$ cat config.mk
export PLATFORM = sky130hd
export DESIGN_NAME = data_mem_ctrl
export DESIGN_NICKNAME = d
export VERILOG_FILES = /design/src/rtl/data_mem_ctrl_pkg.sv /design/src/rtl/data_mem_ctrl.sv
export SDC_FILE = /design/constraint.sdc
export NUM_CORES = 1
export LEC_CHECK = 0
export CAP_MARGIN = 20
export CORE_MARGIN = 4
export CORE_UTILIZATION = 39
export CTS_BUF_LIST = sky130_fd_sc_hd__clkbuf_4
export DETAILED_ROUTE_END_ITERATION = 8
export PLACE_DENSITY_LB_ADDON = 0.12
export SKIP_CTS_REPAIR_TIMING = 1
export SLEW_MARGIN = 15
export SYNTH_ARGS = -nofsm -noshare
export SYNTH_HDL_FRONTEND = slang
export SYNTH_SLANG_ARGS = --single-unit
$ cat constraint.sdc
create_clock -name clk -period 3.79 [get_ports clk]
set_clock_uncertainty 0.05 [all_clocks]
set_input_delay 1.137 -clock clk [delete_from_list [all_inputs] [get_ports clk]]
set_output_delay 1.137 -clock clk [all_outputs]
set_load 0.01 [all_outputs]
$ cat src/rtl/data_mem_ctrl_pkg.sv
// Shared types for the data-memory controller: FSM state encoding and
// default widths used by data_mem_ctrl.
package data_mem_ctrl_pkg;

    localparam int DEF_WORD_W   = 32;
    localparam int DEF_ADDR_LSB = 2;

    typedef enum logic [1:0] {
        IDLE,
        REQ,
        WAIT,
        DONE
    } state_e;

endpackage

$ cat src/rtl/data_mem_ctrl.sv
// Multi-cycle data-memory controller below the memory-access stage.
// Turns a single-cycle load/store into a valid/ready request plus a
// response handshake and stalls the pipeline while the access is in flight.
// Ports: clk, rst (async, active-high); re_m/we_m/addr_m/din_m from the
// memory stage; dout/stall_mem back to it; mem_req_* request channel and
// mem_resp_* response channel toward the memory.
module data_mem_ctrl
    import data_mem_ctrl_pkg::*;
#(
    parameter int ADDR_LSB = DEF_ADDR_LSB,
    parameter int WORD_W   = DEF_WORD_W
) (
    input  logic                 clk,
    input  logic                 rst,
    input  logic                 re_m,
    input  logic                 we_m,
    input  logic [31:0]          addr_m,
    input  logic [WORD_W-1:0]    din_m,
    output logic [WORD_W-1:0]    dout,
    output logic                 stall_mem,
    output logic                 mem_req_valid,
    input  logic                 mem_req_ready,
    output logic                 mem_req_we,
    output logic [31-ADDR_LSB:0] mem_req_addr,
    output logic [WORD_W-1:0]    mem_req_wdata,
    input  logic                 mem_resp_valid,
    input  logic [WORD_W-1:0]    mem_resp_data
);

    state_e                state_q, state_d;
    logic [WORD_W-1:0]     dout_q, dout_d;
    logic                  req_we_q, req_we_d;
    logic [31-ADDR_LSB:0]  req_addr_q, req_addr_d;
    logic [WORD_W-1:0]     req_wdata_q, req_wdata_d;

    logic access;
    logic unused_addr_lsb;

    // A store wins when both strobes are set.
    assign access          = re_m | we_m;
    assign unused_addr_lsb = ^addr_m[ADDR_LSB-1:0];

    // DONE releases the stall so the pipeline advances on this edge.
    assign stall_mem = access & (state_q != DONE);
    assign dout      = dout_q;

    always_comb begin
        state_d       = state_q;
        dout_d        = dout_q;
        req_we_d      = req_we_q;
        req_addr_d    = req_addr_q;
        req_wdata_d   = req_wdata_q;
        mem_req_valid = 1'b0;
        mem_req_we    = 1'b0;
        mem_req_addr  = '0;
        mem_req_wdata = '0;
        unique case (state_q)
            IDLE: begin
                if (access) begin
                    mem_req_valid = 1'b1;
                    mem_req_we    = we_m;
                    mem_req_addr  = addr_m[31:ADDR_LSB];
                    mem_req_wdata = din_m;
                    // Hold the request stable if it is not taken now.
                    req_we_d      = we_m;
                    req_addr_d    = addr_m[31:ADDR_LSB];
                    req_wdata_d   = din_m;
                    if (!mem_req_ready) begin
                        state_d = REQ;
                    end else if (we_m) begin
                        state_d = DONE;
                    end else begin
                        state_d = WAIT;
                    end
                end
            end
            REQ: begin
                mem_req_valid = 1'b1;
                mem_req_we    = req_we_q;
                mem_req_addr  = req_addr_q;
                mem_req_wdata = req_wdata_q;
                if (mem_req_ready) begin
                    state_d = req_we_q ? DONE : WAIT;
                end
            end
            WAIT: begin
                if (mem_resp_valid) begin
                    dout_d  = mem_resp_data;
                    state_d = DONE;
                end
            end
            DONE: begin
                state_d = IDLE;
            end
            default: begin
                state_d = IDLE;
            end
        endcase
    end

    always_ff @(posedge clk or posedge rst) begin
        if (rst) begin
            state_q     <= IDLE;
            dout_q      <= '0;
            req_we_q    <= 1'b0;
            req_addr_q  <= '0;
            req_wdata_q <= '0;
        end else begin
            state_q     <= state_d;
            dout_q      <= dout_d;
            req_we_q    <= req_we_d;
            req_addr_q  <= req_addr_d;
            req_wdata_q <= req_wdata_d;
        end
    end

endmodule

==> run_results.csv <==
group,metric,value,unit
setup_path,path_class,"primary input to output pin",
cells_and_area,layout_commonest_cell,"clkdlybuf4s50_1",
clock_tree,tritoncts,"yes",
yosys,post-synth-top-area-cell,"dfrtp_1",
grt,grt_pass1_vias,3570,
floorplanning,die-area,0.0129,sq mm
detailed_routing,drc_errors,0,
worst_hold_path,min_path_type,"flop to flop",
yosys,ys_types,23,
yosys,ys_warn_count,0,
floorplanning,design.core.area,0.0109,sq mm
power,p_sw_share,33.4,%
grt,grt_usage,17.2,%
detailed_routing,post_drt_via_cell_ratio,5.12,
detailed_routing,dr.pass1.iters,4,
yosys,yosys.area.top_type_share,55.7,%
cells_and_area,drive_gt1_share,19.4,%
detailed_routing,wirelength,11200,um
yosys,ys_seq_area_share,55.7,%
floorplanning,rows,38,
power,vdd_ir_drop_max,384,uV
timing,slew_violations,0,
grt,grt_pass1_wl,17800,um
place,hpwl,7950,um
clock_tree,clkLatencyLatePin,0.42,ns
clock_tree,clockRootBuffer,"clkbuf_4",
timing,max_freq,273,MHz
grt,grt_overflow,0,
detailed_routing,ant_nets,0,
setup_path,cp_max_fo,12,
worst_hold_path,holdPathEnd,"req_addr_q[1]$_DFFE_PP0P_",
yosys,avgSynthCellArea,14.1,sq um
setup_path,reg2regPathDepth,5,
power,power.share.clock,8.1,%
timing,hold_viol,0,
setup_path,reg2reg_to,"req_wdata_q[12]$_DFFE_PP0P_",
cells_and_area,num_antenna_cells,0,
power,power,5.30,mW
timing,finalCritPeriodShare,96.6,%
power,power_density,790,mW/mm^2
setup_path,worst_r2r_startpoint,"state_q[0]$_DFFE_PP0P_",
setup_path,end_kind,"output pin",
cells_and_area,ff_latch_area,0.00243,sq mm
timing,hold_ws,0.455,ns
floorplanning,start_util,40.0,%
timing,tightestPinTransition,0.861,ns
place,port-buffer-count,196,
setup_path,crit_required,2.60,ns
floorplanning,die_x,114,um
detailed_routing,drt-wirelength-per-cell,17.2,um
cells_and_area,nets,617,
detailed_routing,vias,3332,
cells_and_area,fillers,929,
clock_tree,clock-sinks,97,
setup_path,startpoint_type,"primary input",
clock_tree,cts_made_buffers,9,
detailed_routing,drt-initial-drc-count,137,
run_status,status,"complete, no violations",
clock_tree,h-tree-depth,3,
setup_path,crit_arrival,2.47,ns
timing,slew_headroom,42.6,%
job,maxCapViolCount,0,
clock_tree,clkTransAtPathRegs,0.12,ns
yosys,synth_area_leaders,"dfrtp_1, mux2_2, a22o_1, mux2_1, buf_2",
worst_hold_path,hold_depth,2,
floorplanning,die_h,114,um
clock_tree,cts_max_path_buffers,2,
timing,setup_viol,0,
power,p_leak,2.80,nW
power,p_seq_share,34.6,%
grt,antenna_found_initial,0,
power,internal-power,3.53,mW
timing,period_needed,3.66,ns
power,p_sw,1.77,mW
timing,rsz0062_at_grt,"no",
yosys,synth-seq-cells,97,
yosys,syn_area,0.00436,sq mm
setup_path,reg2reg_slack,1.85,ns
yosys,syn_nets,415,
power,power_frac_comb,57.4,%
place,gp_routability_congestion,0.770,
yosys,syn_inst,308,
grt,grt_start_max_net_pins,68,
cells_and_area,multiInputGateArea,0.00183,sq mm
floorplanning,pin_count,199,
cells_and_area,area_growth,53.9,%
worst_hold_path,holdCritStartpoint,"req_addr_q[1]$_DFFE_PP0P_",
cells_and_area,mostFrequentLayoutCells,"clkdlybuf4s50_1, dfrtp_1, mux2_2",
[through the flow]
stage               setup slack (ns)  utilization, %  cells  area (sq um)  setup TNS [ns]
floorplan                     0.0693               -    308          4360               0
global placement              -0.247            60.0    635          6530          -10.44
detailed placement            -0.261            60.0    635          6530          -11.70
CTS                           -0.274            60.7    647          6610          -11.89
global route                  0.0132            61.6    651          6700               0
finish                         0.128            61.6    651          6700               0
[sequential cells by signal, summed over array words and instances, names as in the netlist]
name         flops
req_addr_q      30
state_q          2
req_wdata_q     32
dout            32
req_we_q         1
[worst max-delay path by stage]
| stage | startpoint | end | slack (ns) | cells past startpoint |
|---|---|---|---|---|
| 5_1_grt | state_q[0]$_DFFE_PP0P_ | mem_req_addr[10] | 0.01 | 8 |
| 3_3_place_gp | we_m | mem_req_wdata[31] | -0.25 | 6 |
| 6_report | we_m | mem_req_wdata[20] | 0.13 | 7 |
| 4_1_cts | re_m | mem_req_wdata[31] | -0.27 | 6 |
| 2_1_floorplan | rst | dout[0]$_DFFE_PP0P_ | 0.07 | 1 |
| 3_5_place_dp | re_m | mem_req_wdata[31] | -0.26 | 6 |
[critical path: stages]
cell and delay, ns:
dlymetal6s2s_1 0.15, nor2_4 0.14, nor2_4 0.04, buf_4 0.16, clkbuf_16 0.16, a22o_1 0.20, clkdlybuf4s50_1 0.48
[layer usage]
| layer | track usage (%) | wire length (um) | part of all wire (%) | up-vias |
|---|---|---|---|---|
| met2 | 28.5 | 5520 | 49 | 118 |
| met4 | 6.65 | 189 | 1.7 | 0 |
| li1 | - | - | - | 1553 |
| met3 | 6.37 | 1090 | 9.7 | 13 |
| met1 | 20.3 | 4420 | 39 | 1648 |
| met5 | 0 | 0 | 0 | - |
[cell type report]
class	instances	share of cell area (%)
clock buffer	9	1.01
clock inverter	3	0.187
inverter	7	0.429
multi-input combinational	181	27.2
sequential	97	36.2
tap	140	2.61
timing repair buffer	214	32.3
[Yosys cell counts]
| cell type | count |
|---|---|
| buf_4 | 1 |
| buf_6 | 3 |
| mux2_1 | 32 |
| dfrtp_1 | 97 |
| clkbuf_1 | 4 |
| o21ai_1 | 4 |
| mux2i_1 | 2 |
| buf_1 | 2 |
| clkinv_1 | 1 |
| buf_2 | 13 |
| ha_1 | 5 |
| nand2_1 | 4 |
| a222oi_1 | 1 |
| a31oi_1 | 2 |
| inv_1 | 6 |
| nor2_1 | 3 |
| nor2_2 | 1 |
| a22o_1 | 61 |
| a211oi_1 | 1 |
| o21ai_0 | 1 |
| mux2_2 | 62 |
| a21oi_1 | 1 |
| nand2b_1 | 1 |
[cell families (layout without fill, tap and decap cells)]
family          Yosys count  count (layout)  synth area share [%]
simple gates              9               9                 0.890
buf+inv                  30             233                  3.56
compound gates           71              71                  13.6
mux                      96              96                  24.8
fa+ha+maj                 5               5                  1.44
flops                    97              97                  55.7
[power by group through the flow]
stage	clock network [mW]	registers [mW]	logic, mW
after floorplan	0	1.88	1.52
after global placement	0	1.82	2.96
after detailed placement	0	1.85	3.01
after CTS	0.457	1.83	3.02
after global routing	0.496	1.90	3.28
final	0.428	1.83	3.04
(Power assumes the default switching activity.)
